### config.mk
export PLATFORM = sky130hd
export DESIGN_NAME = pc_sequencer
export DESIGN_NICKNAME = d
export VERILOG_FILES = /design/src/rtl/pc_sequencer.sv
export SDC_FILE = /design/constraint.sdc
export NUM_CORES = 1
export LEC_CHECK = 0
export CAP_MARGIN = 15
export CORE_ASPECT_RATIO = 0.9
export CORE_UTILIZATION = 60
export CTS_CLUSTER_SIZE = 40
export DETAILED_ROUTE_END_ITERATION = 10
export DONT_BUFFER_PORTS = 1
export PLACE_DENSITY = 0.76
export REMOVE_ABC_BUFFERS = 1
export SETUP_SLACK_MARGIN = 0.05
export SLEW_MARGIN = 10
export SYNTH_ARGS = -nofsm -noshare
export SYNTH_HDL_FRONTEND = slang
export SYNTH_SLANG_ARGS = --single-unit
### constraint.sdc
create_clock -name clk -period 2.41 [get_ports clk]
set_clock_uncertainty 0.15 [all_clocks]
set_input_delay 0.241 -clock clk [delete_from_list [all_inputs] [get_ports clk]]
set_output_delay 0.241 -clock clk [all_outputs]
set_load 0.05 [all_outputs]
### src/rtl/pc_sequencer.sv
// Program-counter sequencer for the single-cycle MIPS core: next-PC selection,
// misaligned-target faults, eret, halt/resume and a retired-instruction counter.
module pc_sequencer #(
    parameter logic [31:0] RESET_PC   = 32'h0000_0000,
    parameter logic [31:0] EXC_VECTOR = 32'h0000_0080
) (
    input  logic        clk,
    input  logic        rst,
    output logic [31:0] pc,
    output logic        fetch_valid,
    input  logic [31:0] pc_plus4,
    input  logic        stall,
    input  logic        branch_taken,
    input  logic [31:0] branch_target,
    input  logic        jump,
    input  logic [31:0] jump_target,
    input  logic        jump_reg,
    input  logic [31:0] jr_target,
    input  logic        eret,
    input  logic        halt_req,
    input  logic        resume,
    output logic        exc,
    output logic [31:0] epc,
    output logic [31:0] badaddr,
    output logic        halted,
    output logic [31:0] retired
);

    typedef enum logic [1:0] {
        BOOT = 2'd0,
        RUN  = 2'd1,
        HALT = 2'd2
    } state_t;

    state_t      state_r;
    logic [31:0] pc_r;
    logic        fetch_valid_r;
    logic        exc_r;
    logic [31:0] epc_r;
    logic [31:0] badaddr_r;
    logic        halted_r;
    logic [31:0] retired_r;

    logic [31:0] target_s;
    logic        redirect_s;
    logic        fault_s;

    // Select the redirect target (jr > j > branch); falls back to pc_plus4 when none.
    always_comb begin
        target_s   = pc_plus4;
        redirect_s = 1'b0;
        if (jump_reg) begin
            target_s   = jr_target;
            redirect_s = 1'b1;
        end else if (jump) begin
            target_s   = jump_target;
            redirect_s = 1'b1;
        end else if (branch_taken) begin
            target_s   = branch_target;
            redirect_s = 1'b1;
        end else begin
            target_s   = pc_plus4;
            redirect_s = 1'b0;
        end
        fault_s = redirect_s && (target_s[1:0] != 2'b00);
    end

    // Sequencer state, PC and fault/retire bookkeeping.
    always_ff @(posedge clk) begin
        if (rst) begin
            state_r       <= BOOT;
            pc_r          <= RESET_PC;
            fetch_valid_r <= 1'b0;
            exc_r         <= 1'b0;
            epc_r         <= 32'h0000_0000;
            badaddr_r     <= 32'h0000_0000;
            halted_r      <= 1'b0;
            retired_r     <= 32'h0000_0000;
        end else begin
            exc_r <= 1'b0;
            case (state_r)
                BOOT: begin
                    state_r       <= RUN;
                    fetch_valid_r <= 1'b1;
                    halted_r      <= 1'b0;
                end
                RUN: begin
                    if (stall) begin
                        pc_r <= pc_r;
                    end else if (halt_req) begin
                        // halt wins over any redirect; the halting instruction still retires
                        pc_r          <= pc_plus4;
                        state_r       <= HALT;
                        fetch_valid_r <= 1'b0;
                        halted_r      <= 1'b1;
                        retired_r     <= retired_r + 32'd1;
                    end else if (fault_s) begin
                        pc_r      <= EXC_VECTOR;
                        epc_r     <= pc_r;
                        badaddr_r <= target_s;
                        exc_r     <= 1'b1;
                    end else if (eret) begin
                        pc_r      <= epc_r;
                        retired_r <= retired_r + 32'd1;
                    end else begin
                        pc_r      <= target_s;
                        retired_r <= retired_r + 32'd1;
                    end
                end
                HALT: begin
                    if (resume) begin
                        pc_r          <= pc_plus4;
                        state_r       <= RUN;
                        fetch_valid_r <= 1'b1;
                        halted_r      <= 1'b0;
                    end else begin
                        pc_r <= pc_r;
                    end
                end
                default: begin
                    state_r       <= BOOT;
                    fetch_valid_r <= 1'b0;
                    halted_r      <= 1'b0;
                end
            endcase
        end
    end

    assign pc          = pc_r;
    assign fetch_valid = fetch_valid_r;
    assign exc         = exc_r;
    assign epc         = epc_r;
    assign badaddr     = badaddr_r;
    assign halted      = halted_r;
    assign retired     = retired_r;

endmodule

Yosys cells after proc, flatten, opt, wreduce, memory -nomap -nowiden
Index checks and enable logic that the tools add are counted.
{ "op_classes": {"n_addsub": 1, "n_eq_ne": 6, "muxes": 27, "bitwise": 3, "reduce_logical": 9} }
{ "op_table": {"columns": ["op", "count"], "rows": [
  ["$mux W32", 10],
  ["$pmux W32 S2", 1],
  ["$add A32 B1 Y32 const B", 1],
  ["$mux W1", 10],
  ["$reduce_and A3 Y1", 3],
  ["$ne A2 B2 Y1 const B", 4],
  ["$mux W2", 3],
  ["$pmux W2 S3", 1],
  ["$reduce_and A4 Y1", 1],
  ["$reduce_bool A2 Y1", 2],
  ["$reduce_or A4 Y1", 1],
  ["$not A1 Y1", 3],
  ["$pmux W1 S3", 1],
  ["$eq A2 B1 Y1 const B", 1],
  ["$eq A2 B2 Y1 const B", 1],
  ["$logic_not A2 Y1", 1],
  ["$pmux W1 S2", 1],
  ["$logic_and A1 B1 Y1", 1]
]} }
{ "totals": {"regBits": 133, "input_bits": 137, "out_inout_bits": 131, "word_cells": 54} }

Longest topological paths before layout
Gate-level depths: netlist of the first run.
{ "depth": {"ltp_word": 9, "ltp_mapped": 8} }

Worst setup path after synthesis of the first run
No wires, ideal clock.
{ "synth_path": {"path_kind": "reg-to-reg", "start": "register retired_r[3], in the netlist retired[3]", "end": "register retired_r[22], in the netlist retired[22]", "arrival_ns": 2.369, "setup_slack_ns": -0.233, "path_stages_with_launch": 8, "path_buffers": 2, "period_less_slack_ns": 2.643, "cell_sequence": "dfxtp_1 and4_1 buf_4 nand3_2 or4_1 buf_2 nor3_1 mux2_1"} }
{ "synth_via": {"elab_chain_cells": 3} }
{ "synth_rtl": {"columns": ["element", "line", "source"], "rows": [
  ["start: declaration", "42", "logic [31:0] retired_r;"],
  ["start signal: assignment", "96", "retired_r <= retired_r + 32'd1;"],
  ["start signal: assignment", "104", "retired_r <= retired_r + 32'd1;"],
  ["start signal: assignment", "107", "retired_r <= retired_r + 32'd1;"],
  ["$add A32 B1 Y32 (*)", "96, 104, 107", null],
  ["$mux W32", "97", "end else if (fault_s) begin"],
  ["$mux W32 (*)", "90", "end else if (halt_req) begin"]
]} }
Every way passes the cells marked *; elsewhere a longest branch is shown, timed or not. The select of a mux whose other input is x is not followed.
A chain may end at the register's enable or synchronous reset.

Worst setup path after layout of the first run
{ "layout_path": {"start": "register state_r[1]", "end": "register retired_r[0], in the netlist retired[0]"} }
{ "layout_via": {"elab_chain_cells": 2} }
{ "layout_rtl": {"columns": ["element", "line", "source"], "rows": [
  ["start: declaration", "35", "state_t state_r;"],
  ["start signal: assignment", "71", "state_r <= BOOT;"],
  ["start signal: assignment", "83", "state_r <= RUN;"],
  ["start signal: assignment", "93", "state_r <= HALT;"],
  ["$eq A2 B1 Y1", "81", "case (state_r)"],
  ["$reduce_and A3 Y1 (no source line)", null, null]
]} }
Every way passes these cells.

==> results of run 1 <==
-- final cells by class --
class / instances / area [sq um]
Timing Repair Buffer: 131 / 1170
Inverter: 2 / 7.51
Tap cell: 160 / 200
Clock buffer: 26 / 519
Fill cell: 898 / 3040
Multi-Input combinational cell: 759 / 4600
Sequential cell: 132 / 2640
Clock inverter: 4 / 45.0
-- Yosys cell counts (2+ instances only) --
cell type                  number  area (sq um)
sky130_fd_sc_hd__a211oi_1      33           248
sky130_fd_sc_hd__a21oi_1       76           380
sky130_fd_sc_hd__a21oi_2        2          17.5
sky130_fd_sc_hd__a311oi_1      28           245
sky130_fd_sc_hd__and3_1         3          18.8
sky130_fd_sc_hd__and4_1         3          26.3
sky130_fd_sc_hd__buf_1          6          22.5
sky130_fd_sc_hd__buf_2         19          95.1
sky130_fd_sc_hd__buf_6          4          45.0
sky130_fd_sc_hd__clkbuf_1      62           233
sky130_fd_sc_hd__dfxtp_1      132          2640
sky130_fd_sc_hd__inv_1          2          7.51
sky130_fd_sc_hd__mux2_1         3          33.8
sky130_fd_sc_hd__mux2_2        45           507
sky130_fd_sc_hd__mux2i_1       32           320
sky130_fd_sc_hd__nand2_1      116           435
sky130_fd_sc_hd__nand2b_1       6          37.5
sky130_fd_sc_hd__nand3_1        8          40.0
sky130_fd_sc_hd__nand4_1       11          68.8
sky130_fd_sc_hd__nor2_1       143           537
sky130_fd_sc_hd__nor2b_1       52           325
sky130_fd_sc_hd__nor3_1        74           370
sky130_fd_sc_hd__nor3b_1       28           210
sky130_fd_sc_hd__nor4_1         5          31.3
sky130_fd_sc_hd__o21a_1         2          15.0
sky130_fd_sc_hd__o21ai_0        9          45.0
sky130_fd_sc_hd__o221a_2        2          22.5
sky130_fd_sc_hd__o311a_1        3          30.0
sky130_fd_sc_hd__o31ai_1        8          60.1
sky130_fd_sc_hd__or2_2          3          18.8
sky130_fd_sc_hd__or3_1          6          37.5
sky130_fd_sc_hd__or4_1         38           285
-- metal layers --
| metal | vias up | global-route usage | share of wire |
|---|---|---|---|
| met4 | 0 | 0.214 | 0.037 |
| li1 | 3655 | - | - |
| met1 | 3670 | 0.404 | 0.38 |
| met5 | - | 0 | 0 |
| met3 | 78 | 0.119 | 0.093 |
| met2 | 458 | 0.634 | 0.49 |
-- cells by family after synthesis --
| group | Yosys count |
|---|---|
| buf+inv | 94 |
| simple gates | 507 |
| mux | 80 |
| fa+ha+maj | 1 |
| compound gates | 171 |
| flops | 132 |
-- flip-flops by register name, summed over array words and instances (netlist names) --
signal,count
badaddr,32
epc,32
exc,1
fetch_valid,1
halted,1
pc,32
retired,32
state_r,1
-- layout by cell type (no fill, tap or decap), types with 2 or more instances in the layout --
cell type                       instances
sky130_fd_sc_hd__o311a_1                3
sky130_fd_sc_hd__nand3_1                8
sky130_fd_sc_hd__nand2b_1               6
sky130_fd_sc_hd__clkbuf_16             17
sky130_fd_sc_hd__inv_1                  2
sky130_fd_sc_hd__or3_1                  6
sky130_fd_sc_hd__a21oi_2                2
sky130_fd_sc_hd__o31ai_1                8
sky130_fd_sc_hd__and4_1                 2
sky130_fd_sc_hd__a211oi_1              32
sky130_fd_sc_hd__nand4_1               11
sky130_fd_sc_hd__o21ai_0                9
sky130_fd_sc_hd__nand2_1              116
sky130_fd_sc_hd__clkbuf_8               6
sky130_fd_sc_hd__mux2i_1               32
sky130_fd_sc_hd__clkinv_2               3
sky130_fd_sc_hd__nor3b_1               28
sky130_fd_sc_hd__mux2_2                45
sky130_fd_sc_hd__o21a_1                 2
sky130_fd_sc_hd__buf_4                 78
sky130_fd_sc_hd__dlygate4sd3_1         48
sky130_fd_sc_hd__nor2b_1               52
sky130_fd_sc_hd__buf_12                 5
sky130_fd_sc_hd__a311oi_1              28
sky130_fd_sc_hd__dfxtp_1              132
sky130_fd_sc_hd__or2_2                  3
sky130_fd_sc_hd__or4_1                 37
sky130_fd_sc_hd__o221a_2                2
sky130_fd_sc_hd__nor2_1               143
sky130_fd_sc_hd__a21oi_1               76
sky130_fd_sc_hd__and3_1                 3
sky130_fd_sc_hd__mux2_1                 3
sky130_fd_sc_hd__nor3_1                73
sky130_fd_sc_hd__clkbuf_1               3
sky130_fd_sc_hd__nor4_1                 5
-- how the worst min path moves through the flow --
stage	startpoint	to	slack (ps)	depth (start not counted)
after floorplan	rst	epc[0]$_SDFFE_PP0P_	160	1
after global placement	rst	retired[4]$_SDFFE_PP0P_	170	1
after detailed placement	rst	retired[5]$_SDFFE_PP0P_	180	1
after CTS	rst	retired[5]$_SDFFE_PP0P_	-260	1
after global routing	rst	retired[3]$_SDFFE_PP0P_	-270	1
final	rst	retired[3]$_SDFFE_PP0P_	-260	1
-- timing repair --
| item | in CTS | in global routing |
|---|---|---|
| resized for setup | 0 | 5 |
| endpoints found under the setup margin | 0 | 10 |
| hold endpoints to repair | 132 | 105 |
-- power by group through the flow --
stage                     registers [mW]  clock network (mW)  logic [mW]
after floorplan                     2.61                   0       0.416
after global placement              2.60                   0       0.586
after detailed placement            2.60                   0       0.610
after CTS                           2.56                2.51       0.643
after global routing                2.57                2.63       0.718
final                               2.56                2.50       0.656
-- stage by stage --
stage | TNS, ps | total power, mW | worst slack [ps] | hold slack [ps]
2_1_floorplan | -129870 | 3.03 | -1540 | 160
3_3_place_gp | 0 | 3.19 | 152 | 174
3_5_place_dp | 0 | 3.21 | 74.2 | 179
4_1_cts | 0 | 5.71 | 59.1 | -265
5_1_grt | 0 | 5.92 | 9.03 | -273
6_report | 0 | 5.72 | 35.9 | -257
==> results list, run 1 <==
- Status: complete, but fails checks
- The checks that failed: hold timing.
- GPL Wtd Cong: 0.886
* Routed Wire Length: 24,600 um
* Half-perimeter wire length of the detailed placement result: 15,400 um
* Post-Synth Simple-Gate Area: 0.336
- Reg2reg start: state_r[1]$_SDFFE_PP0P_
* Netlist area before placement: 0.00761 sq mm
- Final period util: 0.985
- Number of warnings reported in the yosys synthesis log: 0
* Cts bufs inserted: 17
- Cell area after placement: just over 0.008 sq mm
- After synthesis, the largest family of logic cells by area is simple AND/OR/NAND/NOR gates.
* Post-layout util: 0.751
* Final hold violations: 105
- Required arrival time at the worst endpoint: about 2600 ps
- Leftover overflow at the end of global routing: 0
* First-pass GRT wire length: roughly 38,000 um
* Internal Dissipation: 4.13 mW
- Of the total power, combinational logic draws 0.115.
- For this design the static power due to leakage is approximately 3.4 nW.
* Min Hold Slack: -257 ps
- At the pin with the least slew margin, the transition time is 643 ps.
- Final nets: between 1,000 and 1,500
* Core Box Area: between 0.01 and 0.015 sq mm
- After layout, the minimum clock period comes to 2370 ps.
- Walking the worst path, the cells encountered are or3b_1 > buf_4 > or3_1 > a21oi_1 > dlygate4sd3_1.
- Overall die height: approximately 110 um
- Number of global-route vias before repair: about 7,600
- Once layout is complete, the cells apart from fillers number ~1,200.
* Primary flip-flop cell chosen by synthesis mapping: sky130_fd_sc_hd__dfxtp_1
* Crit path buf inv count: 2
- The netlist uses 53 different library cells.
* Drt drc: 0
- During I/O placement, the number of pins put on the boundary was ~270.
- Multiplexer area fraction after synthesis: 0.113
- Flop-to-flop setup slack: 40 ps
- Highest fanout seen on the critical path: 10
* Worst rel slew slack: 0.571
- Clock Sink Count: ~130
- Maximum capacitance violations: 0
* Critical Path Start: state_r[1]$_SDFFE_PP0P_
* Post-placement cell count: 1,136
- Buffers placed on the I/O ports in this run total 0.
- Average routed wire per standard cell: 20.3 um
* PwrDens: slightly above 600 mW/mm^2
- In this run the clock root is driven by a sky130_fd_sc_hd__clkbuf_16.
- A synthesized cell averages approximately 7.7 sq um.
- Area added between synthesis and finish: 20.6%
* Vias after detailed routing: 7,861
* Antenna Diode Count: 0
- Category of the critical setup timing path: flop to flop
* Final slew viol count: 0
- Relative contribution of the clock network to total power: 0.438
- Highest achievable clock rate: around 0.42 GHz
- Summed over all nets, the switching power comes to between 1.5 and 2 mW.
- Number of buffers inserted by hold repair at cts: 48
* TritonCTS clock tree: done
- Setup violations remaining at the end of the flow were counted as 0.
* Crit path to: retired[0]$_SDFFE_PP0P_
- Startpoint type of the worst setup path: flop
- Post-CTS timing repair inserted 0 buffers for setup.
* Via/cell ratio: roughly 6.5
* Sequential element share of the synthesized area: 0.347
* Area share of fa/ha/maj cells after synthesis: 0.00164
* Share of synthesized flip-flops with an asynchronous set or reset: 0
- Layout cells sized above 1: 0.165
- Iteration count of the initial detailed-routing pass: 7
- Number of flops mapped to enable cells by yosys: 0
- CP endpoint kind: flop
* Kind of cell adding the most delay to the critical path: simple AND/OR/NAND/NOR gates
- Of the total power, the share spent switching nets is 0.278.
- In this run, the number of DRC markers left after iteration 0 of detailed routing was ~670.
- Pin count of the biggest net entering global routing: 154
- Clock transition at the registers of the reported paths: approximately 60 ps
* Sequential power share: 0.448
* Die Footprint: 0.0131 sq mm
- In this run the horizontal extent of the chip is 121 um.
- Of the total synthesized cell area, the portion taken by XOR and XNOR cells is 0.
* CP max stage cell: sky130_fd_sc_hd__dlygate4sd3_1
* RR Endpoint: retired[0]$_SDFFE_PP0P_
- Latest clock arrival within the worst-skew pair: roughly 420 ps
- Count of cell instances traversed by the critical path: 5
- For this run, the total global-route usage over all layers was measured as 0.370.
- In this run, synthesis produced a sequential element count of around 130.
- Largest stage delay on the critical path: about 560 ps
- The synthesized-area fraction occupied by ao, oa, aoi and oai cells came to 0.148.
- R2R depth: 5
- For this configuration, the core starts out at a cell density of 0.623.
- The floorplan has 38 rows.
- Total non-filler cell area in the finished layout: between 0.009 and 0.01 sq mm
- CP arrival: 2580 ps
* Clock H-tree levels: 4
- Syn Inst Count: 985
* Max Buffers Root-to-Sink: 2
- The path class of the tightest hold or removal check is input pin to flop.
- Post-route ant nets: 0
* RSZ-0062 raised after global routing: yes
* Maximum vdd ir drop: 0.485 mV
* Number of antenna violations at the first check in global routing: 0
(Power assumes the default switching activity.)
==> run 2, diff against run 1 <==
Settings changed: CTS_BUF_LIST set to sky130_fd_sc_hd__clkbuf_8 sky130_fd_sc_hd__clkbuf_16.
==> results list, run 2 (synthesis results as in run 1) <==
- After detailed routing, the number of vias per cell comes to approximately 6.5.
- Clock H-tree levels: 4
* Final instance count without filler cells: 1,214
- In this run the count of I/O pins placed on the die edge is 268.
* Cts bufs inserted: 17
* Setup-failing EPs final: 0
* Combinational group share of total power: 0.115
* Final hold violations: 105
* CP max stage cell: sky130_fd_sc_hd__dlygate4sd3_1
* Sequential power share: 0.448
- Final period util: 0.982
* Startpoint type of the worst setup path: flop
- Iteration count of the initial detailed-routing pass: 7
- Dividing the detail-routed wire length by the instance count gives around 20 um.
* Overall die height: between 100 and 150 um
* Area added between synthesis and finish: 20.6%
- TritonCTS built the clock tree.
- Clock-pin slew was measured on the worst setup and hold paths at about 60 ps.
* Std-Cell Rows: 38
- The initial utilization of the core area, before any placement, comes to 0.623.
* Final nets: ~1,200
* Most Frequent Cell on Critical Path: sky130_fd_sc_hd__buf_4
- Post-layout util: 0.751
* Half-perimeter wire length of the detailed placement result: between 15,000 and 20,000 um
- Leakage: around 3.4 nW
* Clock Sink Count: approximately 130
* Min Hold Slack: -259 ps
- Aggregate global-route resource usage: 0.370
- The first global-routing pass estimated approximately 38,000 um of wire.
- Crit path buf inv count: 3
* Number of buffers inserted by hold repair at cts: between 40 and 50
- Highest fanout seen on the critical path: 5
- Timing would allow up to roughly 0.42 GHz.
* Slew @ Worst Pin: between 600 and 700 ps
- GPL Wtd Cong: about 0.89
* Max Buffers Root-to-Sink: 2
- CP arrival: about 2600 ps
- Core Box Area: around 0.012 sq mm
- The path class of the tightest hold or removal check is input pin to flop.
* Number of setup buffers added after CTS: 0
- Number of global-route vias before repair: ~7,600
* Net switching share of the total power: 0.279
- The initial antenna violation count came to 0.
- Grouping stages by cell kind, the critical path spends the most delay in buffers and inverters.
- STA puts the critical path data required time at about 2600 ps.
- The repair_antennas step left the layout with diodes totalling 0.
- Headroom to the max-slew limit came out at 0.573.
- Relative contribution of the clock network to total power: 0.437
* Series of cell instances along the critical path: buf_4 > nor3b_2 > buf_4 > nand4_1 > or3_1 > a21oi_1 > dlygate4sd3_1
- Post-placement cell count: between 1,000 and 1,500
- Counting the fill cells in the layout gives about 900.
- Pin count of the biggest net entering global routing: roughly 150
- Post-route ant nets: 0
* Internal Dissipation: 4.11 mW
* Die Footprint: 0.0131 sq mm
- Top library cells by usage in the layout, fill and taps aside: 143 x sky130_fd_sc_hd__nor2_1, 132 x sky130_fd_sc_hd__dfxtp_1, 116 x sky130_fd_sc_hd__nand2_1, 78 x sky130_fd_sc_hd__buf_4, 76 x sky130_fd_sc_hd__a21oi_1
- Maximum vdd ir drop: between 0.4 and 0.5 mV
- During placement, the flow inserted port buffers numbering 0.
* Number of DRC markers after the initial detailed-route iteration: about 690
- After detailed routing, the number of remaining DRC violations is 0.
- Final slew viol count: 0
- Summing over every cut layer, the via total after detailed routing is between 7,000 and 8,000.
* PwrDens: a little over 600 mW/mm^2
- For this design the total switching power over the nets is around 1.6 mW.
* Category of the critical setup timing path: flop to flop
- Setup repair after global routing could not meet its margin everywhere.
- The flow ran to the end, but the final reports show violations.
- Commonest non-fill, non-tap cell in the layout: sky130_fd_sc_hd__nor2_1
- Latest clock arrival within the worst-skew pair: between 400 and 500 ps
- On the worst path, the slowest cell contributes a delay of around 570 ps.
- Root Buffer: sky130_fd_sc_hd__clkbuf_16
- Max-cap violations in this run came to 0.
- Counting I/O delays and the setup requirement, the final critical path takes 2370 ps.
* Die span in x: 121 um
- Wires add up to between 20,000 and 25,000 um.
- Leftover overflow at the end of global routing: 0
- In the final layout, the share of cells above drive strength 1 is 0.165.
- CP endpoint kind: flop
* Total Power Consumption: 5.71 mW
- Failing checks: hold timing
run 2: what timing repair did:
item                                    4_1_cts  5_1_grt
gates resized for setup                       0        5
hold endpoints to repair                    132      105
endpoints found under the setup margin        0       10
run 2: routing by layer:
layer	wire (um)	GRT usage	vias up
li1	-	-	3649
met1	9220	0.404	3687
met2	12000	0.634	477
met3	2470	0.119	82
met4	933	0.214	0
met5	0	0	-
run 2: area by class of cell:
class | count | area, sq um | area share
flip-flops and latches | 132 | 2640 | 0.288
multi-input cells | 759 | 4600 | 0.501
clock inverters | 7 | 56.3 | 0.00613
well taps | 160 | 200 | 0.0218
inverters | 2 | 7.51 | 0.000818
repair buffers | 131 | 1170 | 0.127
clock buffers | 23 | 508 | 0.0553
run 2: worst paths after layout:
path,startpoint,end,slack (ps),cells after the start
setup / recovery,fetch_valid$_SDFFE_PP0P_,retired[4]$_SDFFE_PP0P_,40,7
hold / removal,rst,retired[3]$_SDFFE_PP0P_,-260,1
setup reg to reg,fetch_valid$_SDFFE_PP0P_,retired[4]$_SDFFE_PP0P_,40,7
hold reg to reg,epc[8]$_SDFFE_PP0P_,pc[8]$_SDFFE_PP0P_,480,3
run 2: power groups by stage:
| stage | sequential [mW] | combinational, mW | clock [mW] |
|---|---|---|---|
| detailed placement | 2.60 | 0.610 | 0 |
| floorplan | 2.61 | 0.416 | 0 |
| finish | 2.56 | 0.656 | 2.49 |
| global route | 2.57 | 0.718 | 2.62 |
| CTS | 2.56 | 0.643 | 2.50 |
| global placement | 2.60 | 0.586 | 0 |
run 2: per-stage QoR:
stage / hold WS [ps] / cell area, sq um / worst slack, ps / TNS (ps)
after floorplan: 160 / 7210 / -1540 / -129870
after global placement: 174 / 8110 / 152 / 0
after detailed placement: 179 / 8110 / 74.2 / 0
after CTS: -265 / 9160 / 59.1 / 0
after global routing: -273 / 9180 / 9.03 / 0
final: -259 / 9180 / 42.5 / 0
run 2: worst register-to-register path, cell delays in order, from the launching register on:
cell,delay [ps]
sky130_fd_sc_hd__dfxtp_1,320
sky130_fd_sc_hd__buf_4,140
sky130_fd_sc_hd__nor3b_2,360
sky130_fd_sc_hd__buf_4,210
sky130_fd_sc_hd__nand4_1,110
sky130_fd_sc_hd__or3_1,320
sky130_fd_sc_hd__a21oi_1,150
sky130_fd_sc_hd__dlygate4sd3_1,570
==> run 3, diff against run 2 <==
Settings changed: RECOVER_POWER set to 50, TNS_END_PERCENT set to 10.
==> results list, run 3 (synthesis results as in run 1) <==
- The run finished, with violations left.
* Failing checks: hold timing
- First-pass GRT wire length: around 38,000 um
- PwrDens: 636 mW/mm^2
* Die span in x: 121 um
* Number of DRC markers after the initial detailed-route iteration: approximately 620
- After floorplanning, the core was divided into 38 placement rows.
- CTS built an H-tree with a depth of 4.
- CTS saw between 100 and 150 sinks.
- Drt drc: 0
- The worst path needs between 2000 and 2500 ps of the cycle, external delays included.
* Slew @ Worst Pin: around 800 ps
- The worst setup path is launched from a flop.
- Final hold analysis gives a worst-case slack of -259 ps.
* Cell area after placement: between 0.008 and 0.009 sq mm
- STA puts the critical path data arrival time at 2600 ps.
- Iteration count of the initial detailed-routing pass: 7
- After detailed placement, the design holds a cell count of about 1,100.
- Across every metal layer, demand over resource in global routing totals 0.370.
- Final hold violations: 105
- Latest clock arrival within the worst-skew pair: between 400 and 500 ps
- Core Box Area: about 0.012 sq mm
* Antenna Diode Count: 0
- CP endpoint kind: flop
- GPL Wtd Cong: between 0.8 and 0.9
- Headroom to the max-slew limit came out at 0.470.
* Top-level I/O count: 268
- Clock transition at the registers of the reported paths: 60 ps
- Max Buffers Root-to-Sink: 2
- Dividing the final minimum period by the clock period gives 0.994.
* Pin count of the biggest net entering global routing: approximately 150
- At the worst endpoint, the required time is 2610 ps.
* Fill cell count: 951
* Initial core utilization: 0.623
- Layout cells sized above 1: 0.112
* Total non-filler cell area in the finished layout: 0.00896 sq mm
- Total of buffers placed on input and output ports: 0
- Detailed placement finished with a half-perimeter wire length of between 15,000 and 20,000 um.
- Final slew viol count: 0
- Number of antenna violations at the first check in global routing: 0
* Top library cells by usage in the layout, fill and taps aside: 143 x sky130_fd_sc_hd__nor2_1, 132 x sky130_fd_sc_hd__dfxtp_1, 116 x sky130_fd_sc_hd__nand2_1, 76 x sky130_fd_sc_hd__a21oi_1, 73 x sky130_fd_sc_hd__nor3_1
* Post-route ant nets: 0
- Average routed wire per standard cell: around 20 um
- Routed Wire Length: around 25,000 um
- The via count of the first global-routing pass came to between 7,000 and 8,000.
* Cts bufs inserted: 17
- Area added between synthesis and finish: 17.8%
* Category of the critical setup timing path: flop to flop
- Vias after detailed routing: 7,931
- Total Power Consumption: ~5.7 mW
- The total overflow left after global routing is 0.
* Final nets: around 1,200
- Setup-failing EPs final: 0
- The tool flagged a number of max-cap violations equal to 0.
- The die covers 0.0131 sq mm.
- Leakage: ~3.2 nW
- The library cell used most frequently in the layout, excluding fill and tap cells, is sky130_fd_sc_hd__nor2_1.
* Number of buffers inserted by hold repair at cts: 48
- Once the clock tree was built, the setup fixing pass inserted 0 buffers.
- Class of the tightest hold or removal check: input pin to flop
* Highest fanout seen on the critical path: 5
* Highest achievable clock rate: 0.417 GHz
- Across the VDD grid, the largest voltage drop is just under 0.5 mV.
- RSZ-0062 raised after global routing: yes
- TritonCTS clock tree: done
* Via/cell ratio: around 6.5
- Clock tree synthesis selected as its root buffer the cell sky130_fd_sc_hd__clkbuf_16.
- Final instance count without filler cells: 1,214
- Overall die height: 109 um
run 3: cell types whose count changed in the layout (fill, tap and decap cells not counted), sizes merged:
cell,previous run,this run
clkbuf,23,78
buf,83,28
run 3: worst paths after layout:
check | to | slack, ps | start | cells after the start
worst max-delay path | retired[4]$_SDFFE_PP0P_ | 10 | fetch_valid$_SDFFE_PP0P_ | 7
worst min-delay path | retired[5]$_SDFFE_PP0P_ | -260 | rst | 1
worst max register to register | retired[4]$_SDFFE_PP0P_ | 10 | fetch_valid$_SDFFE_PP0P_ | 7
worst min register to register | pc[8]$_SDFFE_PP0P_ | 480 | epc[8]$_SDFFE_PP0P_ | 3
run 3: metal layers:
layer	share of wire	routed length (um)	vias to the layer above	track usage
met2	0.48	11900	520	0.634
met4	0.039	969	0	0.214
li1	-	-	3654	-
met3	0.10	2550	95	0.119
met5	0	0	-	0
met1	0.37	9160	3662	0.404
run 3: what timing repair did:
action,in CTS,in global routing
endpoints found under the setup margin,0,10
hold endpoints to repair,132,105
resized for setup,0,3
run 3: critical path, cell delays in order (launching register included):
cell and delay, ps:
sky130_fd_sc_hd__dfxtp_1 320, sky130_fd_sc_hd__buf_4 140, sky130_fd_sc_hd__nor3b_2 360, sky130_fd_sc_hd__buf_4 210, sky130_fd_sc_hd__nand4_1 110, sky130_fd_sc_hd__or3_1 330, sky130_fd_sc_hd__a21oi_1 150, sky130_fd_sc_hd__dlygate4sd3_1 570
run 3: metrics by stage:
stage / utilization / worst slack, ps / TNS (ps) / hold slack, ps
after detailed placement: 0.664 / 74.2 / 0 / 179
after CTS: 0.749 / 59.1 / 0 / -265
final: 0.734 / 14.2 / 0 / -259
after global routing: 0.734 / 9.38 / 0 / -273
after floorplan: - / -1540 / -129870 / 160
after global placement: 0.664 / 152 / 0 / 174
run 3: layout make-up:
type,count,area (sq um),area share
Timing Repair Buffer,131,960,0.107
Clock buffer,23,508,0.0567
Tap cell,160,200,0.0223
Sequential cell,132,2640,0.295
Multi-Input combinational cell,759,4590,0.512
Inverter,2,7.51,0.000838
Clock inverter,7,56.3,0.00628
run 3: power by group:
part	switching [mW]	internal, mW	total, mW	leakage [nW]
combinational	0.356	0.292	0.648	1.79
sequential	0.300	2.26	2.56	1.07
clock	0.938	1.55	2.49	0.294
